===== config.mk =====
export PLATFORM = sky130hd
export DESIGN_NAME = imem_fetch_ctrl
export DESIGN_NICKNAME = d
export VERILOG_FILES = /design/src/rtl/imem_fetch_ctrl.sv
export SDC_FILE = /design/constraint.sdc
export NUM_CORES = 1
export LEC_CHECK = 0
export ABC_CLOCK_PERIOD_IN_PS = 5670
export BUFFER_PORTS_ARGS = -buffer_cell sky130_fd_sc_hd__buf_2
export CAP_MARGIN = 15
export CORE_MARGIN = 8
export CORE_UTILIZATION = 25
export CTS_CLUSTER_SIZE = 14
export DETAILED_ROUTE_END_ITERATION = 16
export PLACE_DENSITY = 0.52
export SETUP_SLACK_MARGIN = 0.1
export SLEW_MARGIN = 40
export SYNTH_ARGS = -nofsm -noshare
export SYNTH_HDL_FRONTEND = slang
export SYNTH_SLANG_ARGS = --single-unit
export TNS_END_PERCENT = 30

===== constraint.sdc =====
create_clock -name clk -period 5.67 [get_ports clk]
set_input_delay 0.8505 -clock clk [delete_from_list [all_inputs] [get_ports clk]]
set_output_delay 0.8505 -clock clk [all_outputs]
set_load 0.02 [all_outputs]

===== src/rtl/imem_fetch_ctrl.sv =====
// Instruction fetch sequencer: walks a fetch PC over the combinational imem,
// buffers {pc, word} pairs in a small prefetch FIFO, and hands them to decode.
module imem_fetch_ctrl #(
  parameter int            n         = 32,
  parameter int            r         = 6,
  parameter int            DEPTH     = 4,
  parameter logic [r-1:0]  RESET_PC  = '0,
  parameter logic [n-1:0]  HALT_WORD = {n{1'b1}}
) (
  input  logic         clk,
  input  logic         rst_n,
  input  logic         enable,
  output logic [r-1:0] imem_addr,
  input  logic [n-1:0] imem_readdata,
  input  logic         redirect_valid,
  input  logic [r-1:0] redirect_addr,
  output logic         instr_valid,
  input  logic         instr_ready,
  output logic [n-1:0] instr,
  output logic [r-1:0] instr_pc,
  output logic         halted
);

  localparam int            AW       = (DEPTH > 1) ? $clog2(DEPTH) : 1;
  localparam logic [AW:0]   FULL_CNT = (AW+1)'(DEPTH);
  localparam logic          ST_FETCH  = 1'b0;
  localparam logic          ST_HALTED = 1'b1;

  typedef struct packed {
    logic [r-1:0] pc;
    logic [n-1:0] word;
  } fifo_ent_t;

  fifo_ent_t [DEPTH-1:0] fifo_q;
  logic [r-1:0]          fetch_pc;
  logic [AW-1:0]         wr_ptr;
  logic [AW-1:0]         rd_ptr;
  logic [AW:0]           count;
  logic                  state;
  logic                  pop;
  logic                  push;

  assign imem_addr   = fetch_pc;
  assign instr_valid = (count != '0);
  assign instr       = fifo_q[rd_ptr].word;
  assign instr_pc    = fifo_q[rd_ptr].pc;
  assign halted      = (state == ST_HALTED);

  // A simultaneous pop frees a slot, so a full FIFO can still accept a word.
  assign pop  = instr_valid & instr_ready;
  assign push = (state == ST_FETCH) & enable & ~redirect_valid &
                ((count < FULL_CNT) | pop);

  always_ff @(posedge clk or negedge rst_n) begin
    if (!rst_n) begin
      fetch_pc <= RESET_PC;
      wr_ptr   <= '0;
      rd_ptr   <= '0;
      count    <= '0;
      state    <= ST_FETCH;
      fifo_q   <= '0;
    end else if (redirect_valid) begin
      // Storage is left stale; count==0 hides it until new words arrive.
      fetch_pc <= redirect_addr;
      wr_ptr   <= '0;
      rd_ptr   <= '0;
      count    <= '0;
      state    <= ST_FETCH;
    end else begin
      if (push) begin
        fifo_q[wr_ptr] <= '{pc: fetch_pc, word: imem_readdata};
        wr_ptr         <= wr_ptr + 1'b1;
        fetch_pc       <= fetch_pc + 1'b1;
        if (imem_readdata == HALT_WORD) state <= ST_HALTED;
      end
      if (pop) rd_ptr <= rd_ptr + 1'b1;
      if (push && !pop)      count <= count + 1'b1;
      else if (pop && !push) count <= count - 1'b1;
    end
  end

endmodule


==> results of run 1 <==
[flip-flops by register name, indices dropped and copies added, names as in the netlist]
signal,cells
count,3
halted,1
imem_addr,6
wr_ptr,2
fifo_q,152
rd_ptr,2
[through the flow]
step / hold WS (ns) / power (mW)
floorplan: 0.475 / 3.24
global placement: 0.484 / 3.71
detailed placement: 0.490 / 3.73
CTS: 0.457 / 4.92
global route: 0.451 / 5.12
finish: 0.428 / 4.81
[synth_stat cells (all sizes together)]
cell type  instances  share of area, %
mux4              38                11
nand4              8              0.63
buf               23               4.0
nor3               6              0.52
dfrtp            166                52
inv                8              0.38
fa                 1              0.25
a21oi              2              0.13
nand2b             1              0.17
mux2             154                26
xnor2              6              0.66
o21ai              7              0.44
and2               5              0.52
ha                 5              0.79
xor2               3              0.33
nand3              3              0.19
nor4               3              0.24
clkbuf             6              0.28
nand2             11              0.52
nor2              11              0.52
a221oi             1              0.11
a31oi              1             0.079
o21bai             1             0.095
nor2b              1             0.079
or3                2              0.16
[power by group]
| part | internal (mW) | switching, mW | total (mW) |
|---|---|---|---|
| Sequential | 1.67 | 0.332 | 2.00 |
| Combinational | 0.974 | 0.695 | 1.67 |
| Clock | 0.632 | 0.514 | 1.15 |
[metal layers]
metal | track usage [%] | up-vias
met5 | 0 | -
met1 | 13.4 | 2239
met2 | 16.1 | 70
met4 | 3.99 | 4
met3 | 3.14 | 18
li1 | - | 1903
[worst reg2reg max path: cells and delay by family (launching register included)]
family           cells  cell delay (ns)
and+or+nand+nor      3             1.34
DFF                  1             0.41
muxes                1             0.44
[kinds of logic after synthesis]
kind of cell / Yosys count
compound gates: 12
xor+xnor: 9
fa+ha+maj: 6
buf+inv: 37
flops: 166
mux: 192
simple gates: 51
[worst min-delay path by stage]
stage                     depth (start not counted)  slack (ns)                        to
after global routing                              1        0.45  imem_addr[3]$_DFFE_PN0P_
final                                             1        0.43  imem_addr[3]$_DFFE_PN0P_
after detailed placement                          1        0.49    fifo_q[29]$_DFFE_PN0P_
after CTS                                         1        0.46  imem_addr[3]$_DFFE_PN0P_
after floorplan                                   1        0.48    fifo_q[82]$_DFFE_PN0P_
after global placement                            1        0.48   fifo_q[120]$_DFFE_PN0P_
[cell type report]
class                   instances  area, um2  area share [%]
inverters                       8       30.0           0.328
well taps                     402        503            5.50
clock inverters                13        124            1.35
diodes                          1       2.50          0.0274
repair buffers                 91        469            5.13
multi-input cells             270       3400            37.2
clock buffers                  19        453            4.95
flip-flops and latches        166       4160            45.5
==> flow_summary_export.csv, run 1 <==
group,metric,value,unit
global_route,antenna_found_initial,3,
critical_path,critPathTopFamily,"flip-flops",
global_route,grt_start_max_net_pins,76,
sta,fmax,0.308,GHz
placed_design,gp_congestion,0.679,
critical_path,startpoint,"rd_ptr[0]$_DFFE_PN0P_",
sta,rsz0062_at_grt,"no",
route,drt-total-wl,18600,um
sta,finalMaxSlewViolations,0,
clock_tree,postCtsSetupBuffers,0,
pwr,irDropWorstVdd,0.228,mV
sta,skew,0.0105,ns
critical_path,crit_cells,3,
placed_design,io_buffers,88,
critical_path,critical-path-max-stage-delay,0.79,ns
finish,drive_gt1_share,57.0,%
die,chipWidth,194,um
sta,post-route-min-period,3.25,ns
synth,yosysWarnings,0,
finish,layout_common_cells,"164 x dfrtp_1, 87 x buf_2, 80 x mux2_4",
critical_path,critPathBufInv,2,
placed_design,pre_cts_ws,2.79,ns
clock_tree,cts_tree,"built",
outcome,status,"finished, final reports clean",
critical_path,cp-end-kind,"primary output",
die,fp.dieH,194,um
finish,final_nets,603,
synth,synthAdderAreaFrac,1.04,%
synth,syn_inst,473,
critical_path,startpoint_type,"flip-flop",
route,wl_met3,741,um
die,start_util,25.2,%
synth,synth_seq_area_share,52.4,%
clock_tree,clkTransAtPathRegs,0.07,ns
critical_path,rr_endpoint,"fifo_q[87]$_DFFE_PN0P_",
synth,syn_area,7930,um2
route,drtIter0Drc,164,
route,drc_errors,0,
synth,synthMuxAreaShare,36.5,%
sta,worstMarginPinSlew,0.799,ns
die,rows,65,
clock_tree,cts_root_buf,"clkbuf_16",
critical_path,crit_path_cell_trace,"buf_4 > mux4_2 > buf_2",
route,vias_per_cell,4.36,
route,met2_length,8980,um
sta,slew_headroom,46.7,%
pwr,pwr_density_cell,526,nW/um2
route,drt-met1-wl,8560,um
worst_hold_path,hp-class,"primary input to asynchronous set/reset pin",
critical_path,crit_arrival,2.40,ns
critical_path,rr_startpoint,"count[2]$_DFFE_PN0P_",
clock_tree,post_cts_resize_count,0,
sta,report.final.hold_viol_count,0,
synth,syn_avg_cell_area,16.8,um2
clock_tree,hold_buffers,0,
clock_tree,cts_buffers,17,
synth,synth-seq-cells,166,
route,wire_per_inst,19.2,um
finish,mostFrequentLayoutCell,"dfrtp_1",
global_route,grt_use_total,10.4,%
critical_path,critPathRequiredTime,4.82,ns
critical_path,cp_slowest_cell,"dfrtp_4",
clock_tree,htreeDepth,4,
die,core_area,31400,um2
route,maxUsedRoutingLayer,"met5",
run,max-cap-violations,0,
sta,setup_ws,2.42,ns
synth,synth_top_family_by_area,"multiplexers",
critical_path,crit_path_max_fanout,25,
finish,fin_util,29.1,%
sta,finalSetupTns,0,ns
route,ant_nets,0,
pwr,cellLeakagePower,3.98,nW
finish,fin_area,9140,um2
synth,syn-num-nets,522,
synth,synth-simple-area-share,3.55,%
global_route,first_global_vias,4777,
global_route,grt_pass1_wl,29900,um
clock_tree,clock_latency,0.44,ns
critical_path,setup.worst_path.end,"instr_pc[5]",
critical_path,r2r_cells,4,
die,die_area,37700,um2
critical_path,worst-setup-path-type,"flip-flop to primary output",
route,drt-pass1-iter-count,4,
sta,fin_crit_sh,57.3,%
clock_tree,clockBufferDepth,2,
placed_design,dp_cells,937,
placed_design,place_area,8560,um2
finish,final_cells,970,
route,vias,4234,
sta,setup_viol,0,
finish,fillers,3160,
critical_path,r2r_setup_slack,3.37,ns
synth,synth.distinct_cells,31,
clock_tree,cts.sinks,166,
global_route,grt-ovfl-total,0,
synth,synthXorXnorAreaFrac,0.995,%
synth,synth_compound_area_share,0.853,%
finish,syn_to_final_growth,15.4,%
die,io_pins,89,
placed_design,hpwlAfterDp,11800,um
No activity file was read; power rests on OpenSTA's default activity.
==> inputs of run 2 (changes only) <==
--- a/config.mk
+++ b/config.mk
@@ -5,7 +5,8 @@
 export SDC_FILE = /design/constraint.sdc
 export NUM_CORES = 1
 export LEC_CHECK = 0
-export ABC_CLOCK_PERIOD_IN_PS = 5670
+export ABC_AREA = 1
+export ABC_CLOCK_PERIOD_IN_PS = 3220
 export BUFFER_PORTS_ARGS = -buffer_cell sky130_fd_sc_hd__buf_2
 export CAP_MARGIN = 15
 export CORE_MARGIN = 8
==> constraint.sdc (replaced) <==
create_clock -name clk -period 3.22 [get_ports clk]
set_input_delay 0.483 -clock clk [delete_from_list [all_inputs] [get_ports clk]]
set_output_delay 0.483 -clock clk [all_outputs]
set_load 0.02 [all_outputs]
==> flow_summary_export.csv, run 2 <==
group,metric,value,unit
clock_tree,cts.sinks,166,
sta,worstMarginPinSlew,0.682,ns
sta,fin_crit_sh,81.0,%
global_route,grt_pass1_wl,33600,um
clock_tree,cts_root_buf,"clkbuf_16",
critical_path,crit_arrival,2.12,ns
route,drt-met1-wl,10400,um
global_route,grt_use_total,11.8,%
critical_path,crit_path_max_fanout,17,
synth,synth.distinct_cells,28,
synth,syn_area,7500,um2
synth,synth_seq_area_share,55.4,%
synth,synth_area_leaders,"dfrtp_1 55%, nand2_1 9.4%, o21ai_1 8.7%",
run,max-cap-violations,0,
clock_tree,postCtsSetupBuffers,0,
critical_path,critPathBufInv,3,
clock_tree,cts_buffers,17,
die,fp.dieH,189,um
clock_tree,htreeDepth,4,
synth,synth_top_area_cell,"dfrtp_1",
route,wire_per_inst,15.6,um
die,io_pins,89,
synth,yosys.area.top_type_share,55.4,%
critical_path,critical-path-max-stage-delay,0.38,ns
sta,finalMaxSlewViolations,0,
synth,synth_edf_count,0,
sta,fmax,0.384,GHz
route,maxUsedRoutingLayer,"met5",
route,vias_per_cell,4.54,
route,drtIter0Drc,473,
finish,largest_register_ffs,152,
critical_path,cp-end-kind,"primary output",
placed_design,dp_cells,1291,
finish,layout_common_cells,"188 x nand2_1, 165 x dfrtp_1, 131 x o21ai_1",
global_route,grt_start_max_net_pins,78,
sta,slew_headroom,54.5,%
global_route,grt-ovfl-total,0,
clock_tree,clockBufferDepth,2,
die,die_area,35800,um2
critical_path,critPathTopFamily,"buffers and inverters",
pwr,cellLeakagePower,4.18,nW
pwr,pwr_density_cell,948,nW/um2
placed_design,hpwlAfterDp,13100,um
sta,fin_hold_ws,0.0896,ns
sta,setup_viol,0,
clock_tree,clock_latency,0.42,ns
die,start_util,25.3,%
finish,antenna_cells,0,
outcome,status,"finished, final reports clean",
route,drt-pass1-iter-count,5,
worst_hold_path,hp-class,"primary input to asynchronous set/reset pin",
sta,rsz0062_at_grt,"no",
route,drc_errors,0,
critical_path,crit_path_cell_trace,"inv_1 > buf_4 > o21ai_0 > o22ai_1 > buf_2",
synth,syn_avg_cell_area,8.74,um2
clock_tree,cts_tree,"built",
synth,yosysWarnings,0,
route,drt-total-wl,20600,um
finish,final_nets,969,
die,core_area,29600,um2
finish,mostFrequentLayoutCell,"nand2_1",
die,chipWidth,189,um
finish,top_register,"fifo_q",
synth,async_flop_share,100,%
clock_tree,hold_buffers,0,
synth,synth-seq-cells,166,
sta,setup_ws,0.613,ns
finish,drive_gt1_share,15.2,%
critical_path,worst-setup-path-type,"flip-flop to primary output",
finish,final_cells,1323,
synth,synthTopCellsByCount,"188 x nand2_1, 166 x dfrtp_1, 131 x o21ai_1, 102 x o21ai_0, 83 x nor2_1",
critical_path,startpoint_type,"flip-flop",
finish,syn_to_final_growth,17.2,%
critical_path,cp_slowest_cell,"inv_1",
route,met2_length,9250,um
critical_path,critPathRequiredTime,2.74,ns
sta,finalSetupTns,0,ns
route,vias,6005,
placed_design,gp_congestion,0.736,
route,wl_met3,851,um
sta,skew,0.00874,ns
synth,yosys.cell_count.top_type,"nand2_1",
clock_tree,clkTransAtPathRegs,0.07,ns
synth,syn_inst,859,
pwr,power,8.33,mW
route,ant_nets,0,
die,rows,63,
placed_design,place_area,8180,um2
placed_design,pre_cts_ws,0.985,ns
pwr,irDropWorstVdd,0.310,mV
clock_tree,post_cts_resize_count,0,
global_route,antenna_found_initial,1,
finish,fin_util,29.7,%
global_route,first_global_vias,5967,
finish,fin_area,8790,um2
sta,report.final.hold_viol_count,0,
synth,synth_flop_cell,"dfrtp_1",
synth,syn-num-nets,908,
placed_design,io_buffers,88,
sta,post-route-min-period,2.61,ns
==> run 2: cell types whose count changed in the layout (fill, tap and decap cells not counted), moves of 72 or more <==
cell / previous run / this run
o21ai_1: 0 / 131
o21ai_0: 7 / 102
mux2_2: 74 / 0
mux2_4: 80 / 0
nor2_1: 11 / 83
nand2_1: 11 / 188
==> run 2: cell families after synthesis <==
group	after synthesis	synth area share, %
AO/OA/AOI/OAI	281	19.6
XOR/XNOR	2	0.233
adder cells (fa/ha/maj)	6	1.10
buffers and inverters	108	7.62
flip-flops	166	55.4
AND/OR/NAND/NOR	296	16.1
==> run 2: worst paths after layout <==
check | cells after the start | slack (ns) | from | to
max | 5 | 0.61 | rd_ptr[1]$_DFFE_PN0P_ | instr_pc[0]
min | 1 | 0.09 | rst_n | fifo_q[80]$_DFFE_PN0P_
max reg2reg | 9 | 1.34 | halted$_DFFE_PN0P_ | count[1]$_DFFE_PN0P_
min reg2reg | 2 | 0.48 | fifo_q[43]$_DFFE_PN0P_ | fifo_q[43]$_DFFE_PN0P_
max in group asynchronous | 2 | 2.35 | rst_n | fifo_q[151]$_DFFE_PN0P_
min in group clk | 3 | 0.28 | redirect_addr[2] | imem_addr[2]$_DFFE_PN0P_
==> run 2: per-layer routing <==
layer  global-route usage, %  up-vias
li1                        -     2984
met1                    16.3     2885
met2                    18.4      119
met3                    2.69       15
met4                    2.80        2
met5                       0        -
==> run 2: power by group <==
part | internal (mW) | leakage (nW) | total (mW) | switching [mW]
clock | 1.17 | 0.286 | 2.08 | 0.916
combinational | 0.998 | 1.77 | 2.83 | 1.83
sequential | 2.97 | 2.12 | 3.42 | 0.453
==> run 2: layout make-up <==
type	count	area (um2)
clock buffer	17	425
clock inverter	15	170
fill	3259	20800
inverter	51	196
multi-input combinational	585	2810
sequential	166	4160
tap	390	488
timing repair buffer	99	544
